File: src/rtl/frame_ram_arbiter.sv
// frame_ram_arbiter
//   Shares one single-port 4096x16 frame RAM between the panel scan path
//   (reads) and a frame writer (writes). The RAM is split into two
//   2048-word banks: scan reads the display bank, the writer fills the back
//   bank, and a writer-requested swap only lands on a scan frame boundary.
//   This prevents the panel from showing a torn frame.
//
//   Build option: FRAME_RAM_DOUBLE_BUFFER_EN
//     defined   - two banks, swap FSM (IDLE/PENDING/SWAP)
//     undefined - single bank; bank bit forced to 0, swap acknowledged next cycle
//
// Ports
//   i_clk, i_rst_n              clock, synchronous active-low reset
//   i_scan_addr, i_scan_rd_stb  panel driver address / row-shift strobe
//   o_scan_data                 pixel word back to the panel driver
//   i_wr_addr/data/valid        writer request into the back bank
//   o_wr_ready                  writer grant
//   i_swap_req, o_swap_done     back bank complete / banks swapped pulses
//   o_disp_bank, o_frame_count  current display bank, frames scanned
//   o_ram_*, i_ram_rdata        RAM primitive port (rdata one cycle after re)
module frame_ram_arbiter #(
  parameter int ADDR_W = 12,
  parameter int DATA_W = 16
) (
  input  logic              i_clk,
  input  logic              i_rst_n,
  input  logic [ADDR_W-1:0] i_scan_addr,
  input  logic              i_scan_rd_stb,
  output logic [DATA_W-1:0] o_scan_data,
  input  logic [ADDR_W-2:0] i_wr_addr,
  input  logic [DATA_W-1:0] i_wr_data,
  input  logic              i_wr_valid,
  output logic              o_wr_ready,
  input  logic              i_swap_req,
  output logic              o_swap_done,
  output logic              o_disp_bank,
  output logic [7:0]        o_frame_count,
  output logic [ADDR_W-1:0] o_ram_addr,
  output logic [DATA_W-1:0] o_ram_wdata,
  output logic              o_ram_we,
  output logic              o_ram_re,
  input  logic [DATA_W-1:0] i_ram_rdata
);

  localparam int BANK_W = ADDR_W - 1;

  logic [BANK_W-1:0] scan_off;
  logic [BANK_W-1:0] last_addr;
  logic              refetch;
  logic              scan_fetch;
  logic              fetch_q;
  logic [DATA_W-1:0] hold_q;
  logic              stb_q;
  logic              boundary;
  logic              wr_fire;
  logic              wr_bank;
  logic              disp_bank;
  logic              swap_now;
  logic              idle_ok;

  // Top address bit of the scan bus carries no meaning here; the bank comes
  // from disp_bank.
  logic scan_addr_unused;
  assign scan_addr_unused = i_scan_addr[ADDR_W-1];

  assign scan_off = i_scan_addr[BANK_W-1:0];

  // Fetch is driven purely by address change (not the strobe), so the first
  // word of the next row is prefetched during blanking.
  assign scan_fetch = i_rst_n & ((scan_off != last_addr) | refetch);

  // Strobe falling while the address has wrapped to 0 marks end of row 31.
  assign boundary = stb_q & ~i_scan_rd_stb & (scan_off == '0);

  assign o_wr_ready  = i_rst_n & ~scan_fetch & idle_ok;
  assign wr_fire     = i_wr_valid & o_wr_ready;

  // Scan and write are mutually exclusive by construction of o_wr_ready.
  assign o_ram_re    = scan_fetch;
  assign o_ram_we    = wr_fire;
  assign o_ram_wdata = i_wr_data;
  assign o_ram_addr  = wr_fire ? {wr_bank, i_wr_addr} : {disp_bank, scan_off};

  // Bypass the RAM output in the cycle it arrives so the driver sees data at
  // t+1; afterwards replay it from the hold register.
  assign o_scan_data = !i_rst_n ? '0 : (fetch_q ? i_ram_rdata : hold_q);

  assign o_disp_bank = disp_bank;

  // Scan side state: last fetched address, refetch flag, data hold, strobe
  // edge detect and frame counter.
  always_ff @(posedge i_clk) begin
    if (!i_rst_n) begin
      last_addr     <= '0;
      refetch       <= 1'b1;
      fetch_q       <= 1'b0;
      hold_q        <= '0;
      stb_q         <= 1'b0;
      o_frame_count <= '0;
    end else begin
      fetch_q <= scan_fetch;
      stb_q   <= i_scan_rd_stb;
      if (scan_fetch) last_addr <= scan_off;
      if (fetch_q)    hold_q    <= i_ram_rdata;
      // A swap forces a fresh fetch from the new bank even if the address is
      // unchanged; it takes priority over the clear from a same-cycle fetch.
      if (swap_now)        refetch <= 1'b1;
      else if (scan_fetch) refetch <= 1'b0;
      if (boundary) o_frame_count <= o_frame_count + 8'd1;
    end
  end

`ifdef FRAME_RAM_DOUBLE_BUFFER_EN

  typedef enum logic [1:0] {
    S_IDLE    = 2'd0,
    S_PENDING = 2'd1,
    S_SWAP    = 2'd2
  } swap_state_t;

  swap_state_t state, state_nxt;

  always_ff @(posedge i_clk) begin
    if (!i_rst_n) begin
      state     <= S_IDLE;
      disp_bank <= 1'b0;
    end else begin
      state <= state_nxt;
      if (state == S_SWAP) disp_bank <= ~disp_bank;
    end
  end

  // A req coinciding with a boundary in IDLE still goes to PENDING, so the
  // swap waits a full frame; this keeps the writer's last frame intact.
  always_comb begin
    state_nxt = state;
    case (state)
      S_IDLE:    if (i_swap_req) state_nxt = S_PENDING;
      S_PENDING: if (boundary)   state_nxt = S_SWAP;
      S_SWAP:                    state_nxt = S_IDLE;
      default:                   state_nxt = S_IDLE;
    endcase
  end

  assign swap_now    = (state == S_SWAP);
  assign idle_ok     = (state == S_IDLE);
  assign o_swap_done = i_rst_n & swap_now;
  assign wr_bank     = ~disp_bank;

`else

  // Single bank: nothing to swap, the request is simply acknowledged.
  logic swap_done_q;

  always_ff @(posedge i_clk) begin
    if (!i_rst_n) swap_done_q <= 1'b0;
    else          swap_done_q <= i_swap_req;
  end

  assign disp_bank   = 1'b0;
  assign swap_now    = 1'b0;
  assign idle_ok     = 1'b1;
  assign o_swap_done = i_rst_n & swap_done_q;
  assign wr_bank     = 1'b0;

`endif

endmodule

File: config.mk
export PLATFORM = sky130hd
export DESIGN_NAME = frame_ram_arbiter
export DESIGN_NICKNAME = d
export VERILOG_FILES = /design/src/rtl/frame_ram_arbiter.sv
export SDC_FILE = /design/constraint.sdc
export NUM_CORES = 1
export LEC_CHECK = 0
export CORE_UTILIZATION = 30
export CTS_BUF_LIST = sky130_fd_sc_hd__clkbuf_16
export DETAILED_ROUTE_END_ITERATION = 6
export PLACE_DENSITY_LB_ADDON = 0.3
export SLEW_MARGIN = 20
export SYNTH_ARGS = -nofsm -noshare
export SYNTH_HDL_FRONTEND = slang
export SYNTH_SLANG_ARGS = --single-unit
File: constraint.sdc
create_clock -name i_clk -period 2.7 [get_ports i_clk]
set_input_delay 0.405 -clock i_clk [delete_from_list [all_inputs] [get_ports i_clk]]
set_output_delay 0.405 -clock i_clk [all_outputs]
set_load 0.01 [all_outputs]
==> results.md <==
* Share of layout cells above drive strength 1 at 20.8%
* Gr usage total at 13.1%
* Post-detailed-route wirelength per cell at 11.6 µm
* Initial Utilization at 32.0%
* CTS buffer count at 5
* Initial antenna violation count at 0
* FF+latch count, synth at 39
* Worst Setup End Kind: output port
* Setup TNS Final at 0 ns
* Sequential area share after synthesis at 43.0%
* Htree depth at 2
* Fin crit share at 94.8%
* Top post-synthesis cells by area: dfxtp_1 43%, mux2i_1 9.4%, buf_4 7.4%
* # fillers at 565
* Hold-fix buffers at CTS at 0
* Final Worst Setup Slack at 0.140 ns
* Post-synth top area cell: dfxtp_1
* Core area at 0.00568 mm²
* Worst Path Required at 2.30 ns
* Iteration-0 DRC Markers at 32
* Ys Warns at 0
* Die Width at 79.8 µm
* Routed vias at 1,509
* Final hold vios at 0
* Sequential cell area at 781 µm²
* Via density at 4.43
* Ports at 117
* Proportion of netlist area held by the largest area contributor at 43.0%
* Clk buf depth at 2
* Critical R2R Launch: stb_q$_SDFF_PN0_
* Final nets at 330
* Worst-path fanout max at 5
* Grt ovf at 0
* FP Rows at 27
* Cells after Synth at 179
* WP data arrival at 2.15 ns
* Worst ir drop on vdd at 0.266 mV
* Worst setup SP type: input pin
* ANT cells at 0
* Peak Freq at 391 MHz
* P&R area growth vs syn at 56.1%
* Die Area at 0.00636 mm²
* First-pass GRT wire length at 6.42 mm
* CTS clk-pin slew, worst paths at 0.05 ns
* Hold slack at 0.480 ns
* Vias in the first global route at 1,418
* Min cycle time layout at 2.56 ns
* Hold path depth at 2
* Final Skew at 0.00221 ns
* Synth unique cells at 30
* Hold Path Origin: o_frame_count[7]$_SDFFE_PN0P_
* P per Cell Area at 483 mW/mm²
* CTS tree: done
* Final wirelength at 3.96 mm
* Die height at 79.8 µm
* Largest net degree at the start of global routing at 29
* Routed Antenna Nets at 0
* Remaining DRCs at 0
* Reg2reg setup slack at 1.07 ns
* Max cap viols at 0
* GPL Wtd Cong at 0.743
* Clock root buffer: clkbuf_16
* Footprint of the multi-input gates at 855 µm²
* Crit path kind: input pin to output port
* Count of final setup violators at 0
* RSZ-0062 raised after global routing: no
* Post-synthesis cell area at 0.00181 mm²
* Hold EP: o_frame_count[7]$_SDFFE_PN0P_
* Status: complete, no violations
* Count of final max-slew check failures at 0
* Port bufs at 81
* Clock Latency Late Sink at 0.27 ns
* Post-DP HPWL at 2.92 mm
* LEAKAGE at 1.26 nW
* Placement Setup Slack at -0.281 ns
* CTS Sinks at 39
* R2r endpoint: o_frame_count[4]$_SDFFE_PN0P_
* First-pass detailed-route iteration total at 4
* Mean Syn Cell Area at 10.1 µm²
* Hold WC Path Type: register to register
* FF-to-FF path depth at 5
## logic make-up after synthesis
| logic type | count (synthesis) | share of synthesized area (%) |
|---|---|---|
| other | 1 | 0.207 |
| AOI/OAI and AO/OA | 14 | 4.41 |
| muxes | 28 | 18.1 |
| xor gates and xnor gates | 12 | 5.79 |
| buffers and inverters | 28 | 10.1 |
| adders and majority gates | 1 | 0.690 |
| DFF | 39 | 43.0 |
| and+or+nand+nor | 56 | 17.7 |
## worst max-delay path by stage
| stage | startpoint | end | slack [ns] |
|---|---|---|---|
| floorplan | i_scan_addr[7] | o_ram_addr[1] | 0.66 |
| global placement | i_scan_addr[8] | o_ram_addr[1] | -0.28 |
| detailed placement | i_scan_addr[8] | o_ram_addr[1] | -0.28 |
| CTS | i_scan_addr[8] | o_ram_addr[7] | 0.007 |
| global route | i_scan_addr[5] | o_wr_ready | 0.01 |
| finish | i_scan_addr[5] | o_ram_addr[9] | 0.14 |
## layout make-up
type	instances	area share [%]
flip-flops and latches	39	27.6
well taps	72	3.18
repair buffers	107	33.9
clock inverters	2	0.309
multi-input cells	113	30.2
inverters	3	0.398
clock buffers	5	4.42
## cells in the final DEF (no fill, tap or decap), types with 2 or more instances in the layout
master           instances
buf_6                    2
buf_2                    7
mux2_4                   9
or3_1                    3
o31ai_1                  3
conb_1                   2
clkbuf_16                5
buf_4                   24
nand4_1                  2
o21ai_0                  3
nor4_2                   3
nand3_1                  4
dfxtp_1                 39
or4_1                    3
nor4_1                   2
mux2_2                   2
nand2_1                  2
mux2i_1                 17
inv_1                    2
and2_1                  14
a21oi_1                  6
nor2_1                  20
clkdlybuf4s50_1         56
xor2_1                  12
a31oi_1                  2
dlygate4sd2_1           16
## cells in the mapped netlist
library cell,number
nand4_1,2
buf_1,2
nor4_2,3
inv_1,2
xor2_1,12
nor3b_1,1
nand3_1,4
nor4_1,2
and2_1,14
clkbuf_1,2
mux2_4,9
nand4_2,1
buf_6,1
o21ai_0,3
mux2_2,2
inv_2,1
nand2_1,2
buf_4,18
ha_1,1
mux2i_1,17
and2_2,1
or3_1,3
or4_1,3
o31ai_1,3
nor2_1,20
conb_1,1
a31oi_1,2
a21oi_1,6
dfxtp_1,39
buf_2,2
## power by group
part	total [mW]	switching, mW	leakage, nW	internal [mW]
clock network	0.540	0.209	0.0671	0.331
logic	0.217	0.0826	0.873	0.135
registers	0.609	0.00736	0.322	0.602
## timing repair
action,CTS,global route
pin swaps,4,3
buffers inserted,8,0
gates resized for setup,45,4
setup endpoints to repair,13,8
## worst max-delay path, stage by stage
cell and delay, ns:
dlygate4sd2_1 0.25, xor2_1 0.16, nor4_2 0.38, nand4_2 0.20, buf_6 0.17, buf_4 0.15, mux2_4 0.29, buf_2 0.14
## layer usage
metal  global-route usage (%)  part of all wire (%)  vias up
met3                     3.43                   5.9        6
met1                     16.0                    47      684
met4                     5.00                   1.2        0
met2                     22.0                    46       46
met5                        0                     0        -
li1                         -                     -      773
## metrics by stage
stage | utilization (%) | power [mW] | std cells | cell area (µm²)
global placement | 47.3 | 0.848 | 326 | 2680
global route | 49.9 | 1.44 | 341 | 2830
floorplan | - | 0.735 | 180 | 1820
detailed placement | 47.3 | 0.850 | 326 | 2680
finish | 49.9 | 1.37 | 341 | 2830
CTS | 50.0 | 1.40 | 341 | 2840
## sequential cells by signal (all words and copies together), names as in the netlist
signal / cells
swap_done_q: 1
fetch_q: 1
hold_q: 16
last_addr: 11
o_frame_count: 8
refetch: 1
stb_q: 1
No activity file was read; power rests on OpenSTA's default activity.
